File: config.mk
export PLATFORM = sky130hd
export DESIGN_NAME = core_memory_controller
export DESIGN_NICKNAME = d
export VERILOG_FILES = /design/src/rtl/core_memory_pkg.sv /design/src/rtl/core_memory_controller.sv
export SDC_FILE = /design/constraint.sdc
export NUM_CORES = 1
export LEC_CHECK = 0
export CORE_AREA = 2 2 113 115
export DETAILED_ROUTE_END_ITERATION = 6
export DIE_AREA = 0 0 115 117
export PLACE_DENSITY_LB_ADDON = 0.3
export SYNTH_ARGS = -nofsm -noshare
export SYNTH_HDL_FRONTEND = slang
export SYNTH_SLANG_ARGS = --single-unit
File: constraint.sdc
create_clock -name clk -period 6.1 [get_ports clk]
set_clock_uncertainty 0.05 [all_clocks]
set_input_delay 1.22 -clock clk [delete_from_list [all_inputs] [get_ports clk]]
set_output_delay 1.22 -clock clk [all_outputs]
set_load 0.03 [all_outputs]
File: src/rtl/core_memory_pkg.sv
// core_memory_pkg: shared types and helpers for the core memory controller.
// State encoding, default local region and the byte-lane masking function.
package core_memory_pkg;

  typedef enum logic [2:0] {
    IDLE         = 3'd0,
    SRAM_ACCESS  = 3'd1,
    SRAM_RESPOND = 3'd2,
    WB_ACCESS    = 3'd3,
    RESPOND      = 3'd4
  } mem_state_e;

  localparam logic [7:0] LOCAL_REGION_DEFAULT = 8'h00;

  function automatic logic [31:0] lane_mask(
    input logic [31:0] data,
    input logic [3:0]  sel
  );
    logic [31:0] res;
    res = '0;
    for (int i = 0; i < 4; i++) begin
      res[8*i +: 8] = sel[i] ? data[8*i +: 8] : 8'h00;
    end
    return res;
  endfunction

endpackage

File: src/rtl/core_memory_controller.sv
// core_memory_controller: routes core requests to local SRAM or Wishbone.
// Optional CORE_MEM_TIMEOUT_EN adds a Wishbone timeout and sticky busError.
module core_memory_controller
  import core_memory_pkg::*;
#(
  parameter int         SRAM_ADDRESS_BITS = 9,
  parameter logic [7:0] LOCAL_REGION      = LOCAL_REGION_DEFAULT,
  parameter int         TIMEOUT_CYCLES    = 16
) (
  input  logic                         clk,
  input  logic                         rst,
  input  logic [31:0]                  core_address,
  input  logic [3:0]                   core_byteSelect,
  input  logic                         core_writeEnable,
  input  logic                         core_readEnable,
  input  logic [31:0]                  core_dataWrite,
  output logic [31:0]                  core_dataRead,
  output logic                         core_busy,
  output logic                         sram_csb,
  output logic                         sram_web,
  output logic [3:0]                   sram_wmask,
  output logic [SRAM_ADDRESS_BITS-1:0] sram_addr,
  output logic [31:0]                  sram_din,
  input  logic [31:0]                  sram_dout,
  output logic                         wb_cyc_o,
  output logic                         wb_stb_o,
  output logic                         wb_we_o,
  output logic [3:0]                   wb_sel_o,
  output logic [31:0]                  wb_adr_o,
  output logic [31:0]                  wb_data_o,
  input  logic [31:0]                  wb_data_i,
  input  logic                         wb_ack_i,
  output logic                         busError
);

  mem_state_e  state_q, state_d;
  logic [31:2] addr_q, addr_d;
  logic [3:0]  sel_q, sel_d;
  logic [31:0] wdata_q, wdata_d;
  logic        we_q, we_d;
  logic [31:0] rdata_q, rdata_d;
  logic        req;
  logic        unused_addr_lsbs;

  assign req = core_readEnable | core_writeEnable;
  assign unused_addr_lsbs = ^core_address[1:0];

`ifdef CORE_MEM_TIMEOUT_EN
  localparam int CW = $clog2(TIMEOUT_CYCLES + 1);
  localparam logic [CW-1:0] TO_LAST = CW'(TIMEOUT_CYCLES - 1);
  logic [CW-1:0] count_q, count_d;
  logic          bus_error_q, bus_error_d;

  // Timeout counter and sticky error flag
  always_ff @(posedge clk or posedge rst) begin
    if (rst) begin
      count_q     <= '0;
      bus_error_q <= 1'b0;
    end else begin
      count_q     <= count_d;
      bus_error_q <= bus_error_d;
    end
  end

  assign busError = bus_error_q;
`else
  logic [31:0] unused_timeout;
  assign unused_timeout = TIMEOUT_CYCLES;
  assign busError = 1'b0;
`endif

  // State and captured request registers
  always_ff @(posedge clk or posedge rst) begin
    if (rst) begin
      state_q <= IDLE;
      addr_q  <= '0;
      sel_q   <= '0;
      wdata_q <= '0;
      we_q    <= 1'b0;
      rdata_q <= '0;
    end else begin
      state_q <= state_d;
      addr_q  <= addr_d;
      sel_q   <= sel_d;
      wdata_q <= wdata_d;
      we_q    <= we_d;
      rdata_q <= rdata_d;
    end
  end

  // Next-state: capture request in IDLE, wait for ack or timeout on Wishbone
  always_comb begin
    state_d = state_q;
    addr_d  = addr_q;
    sel_d   = sel_q;
    wdata_d = wdata_q;
    we_d    = we_q;
    rdata_d = rdata_q;
`ifdef CORE_MEM_TIMEOUT_EN
    count_d     = '0;
    bus_error_d = bus_error_q;
`endif
    unique case (state_q)
      IDLE: begin
        if (req) begin
          addr_d  = core_address[31:2];
          sel_d   = core_byteSelect;
          wdata_d = core_dataWrite;
          we_d    = core_writeEnable;
          if (core_address[31:24] == LOCAL_REGION) begin
            state_d = SRAM_ACCESS;
          end else begin
            state_d = WB_ACCESS;
          end
        end
      end
      SRAM_ACCESS:  state_d = SRAM_RESPOND;
      SRAM_RESPOND: state_d = IDLE;
      WB_ACCESS: begin
        if (wb_ack_i) begin
          rdata_d = lane_mask(wb_data_i, sel_q);
          state_d = RESPOND;
        end
`ifdef CORE_MEM_TIMEOUT_EN
        else if (count_q == TO_LAST) begin
          rdata_d     = 32'hFFFF_FFFF;
          bus_error_d = 1'b1;
          state_d     = RESPOND;
        end else begin
          count_d = count_q + 1'b1;
        end
`endif
      end
      RESPOND: state_d = IDLE;
      default: state_d = IDLE;
    endcase
  end

  // Outputs decoded from the registered state
  always_comb begin
    sram_csb      = 1'b1;
    sram_web      = 1'b1;
    sram_wmask    = '0;
    sram_addr     = addr_q[SRAM_ADDRESS_BITS+1:2];
    sram_din      = wdata_q;
    wb_cyc_o      = 1'b0;
    wb_stb_o      = 1'b0;
    wb_we_o       = 1'b0;
    wb_sel_o      = '0;
    wb_adr_o      = {addr_q, 2'b00};
    wb_data_o     = wdata_q;
    core_busy     = 1'b0;
    core_dataRead = '0;
    unique case (state_q)
      SRAM_ACCESS: begin
        sram_csb   = 1'b0;
        sram_web   = ~we_q;
        sram_wmask = sel_q;
      end
      SRAM_RESPOND: begin
        core_busy     = req;
        core_dataRead = we_q ? 32'h0 : lane_mask(sram_dout, sel_q);
      end
      WB_ACCESS: begin
        wb_cyc_o = 1'b1;
        wb_stb_o = 1'b1;
        wb_we_o  = we_q;
        wb_sel_o = sel_q;
      end
      RESPOND: begin
        core_busy     = req;
        core_dataRead = rdata_q;
      end
      default: ;
    endcase
  end

endmodule

Yosys cells after proc, flatten, opt, wreduce, memory -nomap -nowiden
Cells that the tools add are included.
{"block": "totals", "reg_bits": 102, "input_bits": 137, "out_inout_bits": 152, "wordCells": 41}
{"block": "classes", "eq_ne": 6, "muxes": 21, "n_bitwise": 2, "n_reduce_logical": 6}
{"cell": "2-to-1 mux 8 bit", "n": 8}
{"cell": "one-hot mux 32 bit (2 select lines)", "n": 1}
{"cell": "2-to-1 mux 32 bit", "n": 1}
{"cell": "one-hot mux 3 bit (3 select lines)", "n": 1}
{"cell": "zero test 8 bit", "n": 1}
{"cell": "2-to-1 mux 4 bit", "n": 2}
{"cell": "equality test 3 x 2 -> 1 bit (second input constant)", "n": 2}
{"cell": "2-to-1 mux 3 bit", "n": 2}
{"cell": "AND reduction 2 bit", "n": 3}
{"cell": "2-to-1 mux 1 bit", "n": 5}
{"cell": "!= test 2 bit (second input constant)", "n": 2}
{"cell": "equality test 3 x 1 -> 1 bit (second input constant)", "n": 1}
{"cell": "equality test 3 bit (second input constant)", "n": 1}
{"cell": "zero test 3 bit", "n": 1}
{"cell": "2-to-1 mux 2 bit", "n": 1}
{"cell": "OR reduction 2 bit", "n": 1}
{"cell": "inverter 1 bit", "n": 1}
{"cell": "bitwise OR 1 bit", "n": 1}

Logic depth before layout (Yosys ltp)
{"block": "logic_depth", "word_depth": 4, "ltp_mapped": 6, "depth_no_buf": 3}

Worst setup path before layout
Ideal clock, no wire load.
{"block": "synth_timing", "path_kind": "in2out", "start": "input core_writeEnable", "end": "output core_busy", "arrival_ns": 1.952, "slack_ns": 2.878, "stages": 2, "path_buffers": 0, "cell_sequence": "nor2_1 > nor3_1"}
{"block": "synth_between", "elab_chain_len": 2}
{"item": "from (decl)", "line_no": "core_memory_controller.sv:14", "source": "input logic core_writeEnable,"}
{"item": "bitwise OR 1 bit", "line_no": "core_memory_controller.sv:45", "source": "assign req = core_readEnable | core_writeEnable;"}
{"item": "2-to-1 mux 1 bit", "line_no": "core_memory_controller.sv:154", "source": "unique case (state_q)"}
{"item": "to (decl)", "line_no": "core_memory_controller.sv:18", "source": "output logic core_busy,"}
No other way between the ends.

Final worst setup path
{"block": "layout_timing", "start": "register state_q[1]", "end": "output core_dataRead[10]"}
{"block": "layout_between", "elab_chain_len": 2}
{"item": "from (decl)", "line_no": "core_memory_controller.sv:36", "source": "mem_state_e state_q, state_d;"}
{"item": "from (signal assigned)", "line_no": "core_memory_controller.sv:82", "source": "state_q <= state_d;"}
{"item": "equality test 3 bit or equality test 3 x 2 -> 1 bit (tied branches)", "line_no": "core_memory_controller.sv:154"}
{"item": "one-hot mux 32 bit (2 select lines) (*)", "line_no": "core_memory_controller.sv:154"}
{"item": "to (decl)", "line_no": "core_memory_controller.sv:17", "source": "output logic [31:0] core_dataRead,"}
Mark *: on every way between the ends. The rest lies on a longest branch, timed or not.

==> summary.md <==
| Metric | Value |
|---|---|
| Run status | `complete, no violations` |
| Classification of the worst setup path | `register to primary output` |
| TritonCTS clock tree | `built` |
| Count of H-tree levels built during CTS | `3` |
| WP data required | `4.83 ns` |
| Postcts setup bufs | `0` |
| Number of I/O port buffers | `283` |
| Fraction of met3 tracks used by global routing | `4.94%` |
| Setup crit end kind | `primary output` |
| Final Critical Period | `4.55 ns` |
| Most frequent cell after synthesis | `sky130_fd_sc_hd__dfrtp_1` |
| Maximum buffer depth of the clock tree | `2` |
| Number of buffers inserted for hold repair after clock tree synthesis | `0` |
| Total Power | `4370 uW` |
| Clock latency at the later pin of the worst-skew pair | `0.34 ns` |
| Layout cells sized above 1 | `13.9%` |
| Global routing met2 resource utilization | `32.7%` |
| Number of antenna violations at the first check in global routing | `0` |
| Final number of hold-violating endpoints | `0` |
| Register clock-pin slew on the reported worst setup and hold paths | `0.07 ns` |
| Highest cell delay on the worst timing path | `0.91 ns` |
| Total CTS buffers | `9` |
| Cell Area, Synth | `4880 um^2` |
| First-pass iteration count of the detailed router | `4` |
| Iteration-0 DRC Markers | `177` |
| Fmax | `220 MHz` |
| Library cell with the largest summed area after synthesis | `sky130_fd_sc_hd__dfrtp_1` |
| Area of the core region | `12,300 um^2` |
| Unrepaired setup endpoints after global routing | `no` |
| Reg2Reg Setup Slack | `3.72 ns` |
| Count of flip-flops with a built-in enable after synthesis | `0` |
| Post-synth cell types | `29` |
| Layout net count | `771` |
| Total number of placement rows | `41` |
| Routability congestion estimate from global placement | `0.778` |
| WL/cell | `16.5 um` |
| Leftover overflow at the end of global routing | `0` |
| Top cell family by delay on the critical path | `simple AND/OR/NAND/NOR gates` |
| Gr usage total | `19.0%` |
| Gate count after technology mapping | `407` |
| Met1 usage in global routing | `23.1%` |
| Yosys synthesis warning count | `0` |
| Max-capacitance violation count | `0` |
| Die height | `117 um` |
| Hold/Removal Path Class | `register to register` |
| Pin count of the biggest net entering global routing | `68` |
| Die Outline Area | `13,500 um^2` |
| Horiz. Die Dim | `115 um` |
| Critical path peak fanout | `14` |
| Root buffer cell | `sky130_fd_sc_hd__clkbuf_16` |
| Power per cell area | `568 nW/um^2` |
| Worst slew margin relative to its limit | `20.7%` |
| Cell at the slowest stage of the critical path | `sky130_fd_sc_hd__nor4b_1` |
| Vias/cell | `4.81` |
| Layer carrying the most global-route usage | `met2` |
| Seq/Total Area, Yosys | `52.3%` |
| Hold Slack | `0.437 ns` |
| Final core area utilization | `62.5%` |
| Top cell type's share of synthesized area | `52.3%` |
| Post-synthesis sequential element count | `102` |
| CTS resizes | `0` |
| Number of I/O pins | `289` |
| Setup TNS after final layout | `0 ns` |
| Count of endpoints failing setup in the final report | `0` |
| Buffers & Inverters on Critical Path | `1` |
| Number of clock sinks | `102` |
| Estimated wirelength of the detail-placed design | `9.73 mm` |
| Pleak | `0.00326 uW` |
| Final cycle utilization of the critical path | `74.6%` |
| CP startpoint kind | `register` |
| Worst EP arrival | `3.28 ns` |
| Remaining DRCs | `0` |
| First-pass GRT wire length | `19.8 mm` |
| Aggregate routed wire length | `13.0 mm` |
| Per-instance average area after synthesis | `12.0 um^2` |
| Initial cell density of the core | `39.6%` |
| Critical path, cell by cell | `nor4b_1 > and2_1 > a22o_1 > clkdlybuf4s50_1` |
| Most frequent cells after synthesis | `sky130_fd_sc_hd__dfrtp_1 (102), sky130_fd_sc_hd__nand2_1 (67), sky130_fd_sc_hd__buf_4 (53), sky130_fd_sc_hd__mux2_2 (37), sky130_fd_sc_hd__a22o_1 (33)` |
| Setup slack of the critical path after layout | `1.55 ns` |
| Proportion of synthesized flip-flops having asynchronous set or reset | `100%` |
| Worst Tran Pin Value | `1.19 ns` |
| Top flip-flop cell by instance count after synthesis | `sky130_fd_sc_hd__dfrtp_1` |
| Final antenna-violating net count | `0` |
| Top area cells in the synthesized netlist | `sky130_fd_sc_hd__dfrtp_1 (52%), sky130_fd_sc_hd__mux2_4 (8.9%), sky130_fd_sc_hd__mux2_2 (8.5%), sky130_fd_sc_hd__buf_4 (8.2%), sky130_fd_sc_hd__a22o_1 (5.9%)` |
| Via count of the first global-routing pass | `3,851` |
| Largest vdd supply drop | `0.388 mV` |
| Final Max Slew Viols | `0` |
| Final antenna diode count | `0` |
| Pre-CTS setup slack | `1.94 ns` |
| Layout area overhead | `57.9%` |
| Total via count after detailed routing | `3,797` |
-- through the flow --
step / cells / area (um^2)
4_1_cts: 789 / 7700
2_1_floorplan: 409 / 4880
6_report: 789 / 7700
3_5_place_dp: 773 / 7400
5_1_grt: 789 / 7700
3_3_place_gp: 773 / 7400
-- worst min-delay path: stages (launching register included) --
cell and delay (ns):
sky130_fd_sc_hd__dfrtp_1 0.35, sky130_fd_sc_hd__nand2_1 0.05, sky130_fd_sc_hd__o21ai_0 0.06
-- where the power goes --
group          internal, uW  switching [uW]
clock network           328             248
logic                  1200            1340
registers               984             272
-- placed cells by master, fill, tap and decap left out, drive strengths merged, types with 5 or more instances in the layout --
cell,count
and3,5
clkbuf,10
o21ai,32
mux2,66
nand2,67
clkdlybuf4s50,283
a22o,33
and2,9
dfrtp,102
-- area by class of cell --
cell class	instances	area, um^2
fill	1002	4610
sequential	102	2550
clock inverter	6	61.3
inverter	4	17.5
tap	150	188
timing repair buffer	286	2860
multi-input combinational	231	1790
clock buffer	10	239
-- flip-flops by register name (all words and copies together) (netlist names) --
signal    cells
rdata_q      32
addr_q       30
we_q          1
sel_q         4
state_q       3
sram_din     32
-- metal layers --
| metal | up-vias | wire [um] |
|---|---|---|
| met3 | 17 | 1030 |
| met1 | 1816 | 5160 |
| met2 | 166 | 6610 |
| met5 | - | 0 |
| met4 | 0 | 229 |
| li1 | 1798 | - |
-- path summary, 6_finish.rpt --
| check | start | to | depth (start not counted) |
|---|---|---|---|
| max | state_q[1]$_DFFE_PP0P_ | core_dataRead[10] | 4 |
| min | rdata_q[29]$_DFFE_PP0P_ | rdata_q[29]$_DFFE_PP0P_ | 2 |
| max reg2reg | state_q[1]$_DFFE_PP0P_ | addr_q[15]$_DFFE_PP0P_ | 3 |
| min reg2reg | rdata_q[29]$_DFFE_PP0P_ | rdata_q[29]$_DFFE_PP0P_ | 2 |
| max in group asynchronous | rst | sel_q[3]$_DFFE_PP0P_ | 3 |
| min in group asynchronous | rst | sram_din[10]$_DFFE_PP0P_ | 2 |
-- logic make-up (layout without fill, tap and decap cells) --
family / after synthesis / after routing / share of synthesized area, %
muxes: 66 / 66 / 17.5
DFF: 102 / 102 / 52.3
xor gates and xnor gates: 1 / 1 / 0.180
AOI/OAI and AO/OA: 68 / 68 / 9.70
buffers and inverters: 76 / 306 / 11.3
and+or+nand+nor: 93 / 93 / 8.93
other: 1 / 3 / 0.0769
No activity file was read; power rests on OpenSTA's default activity.
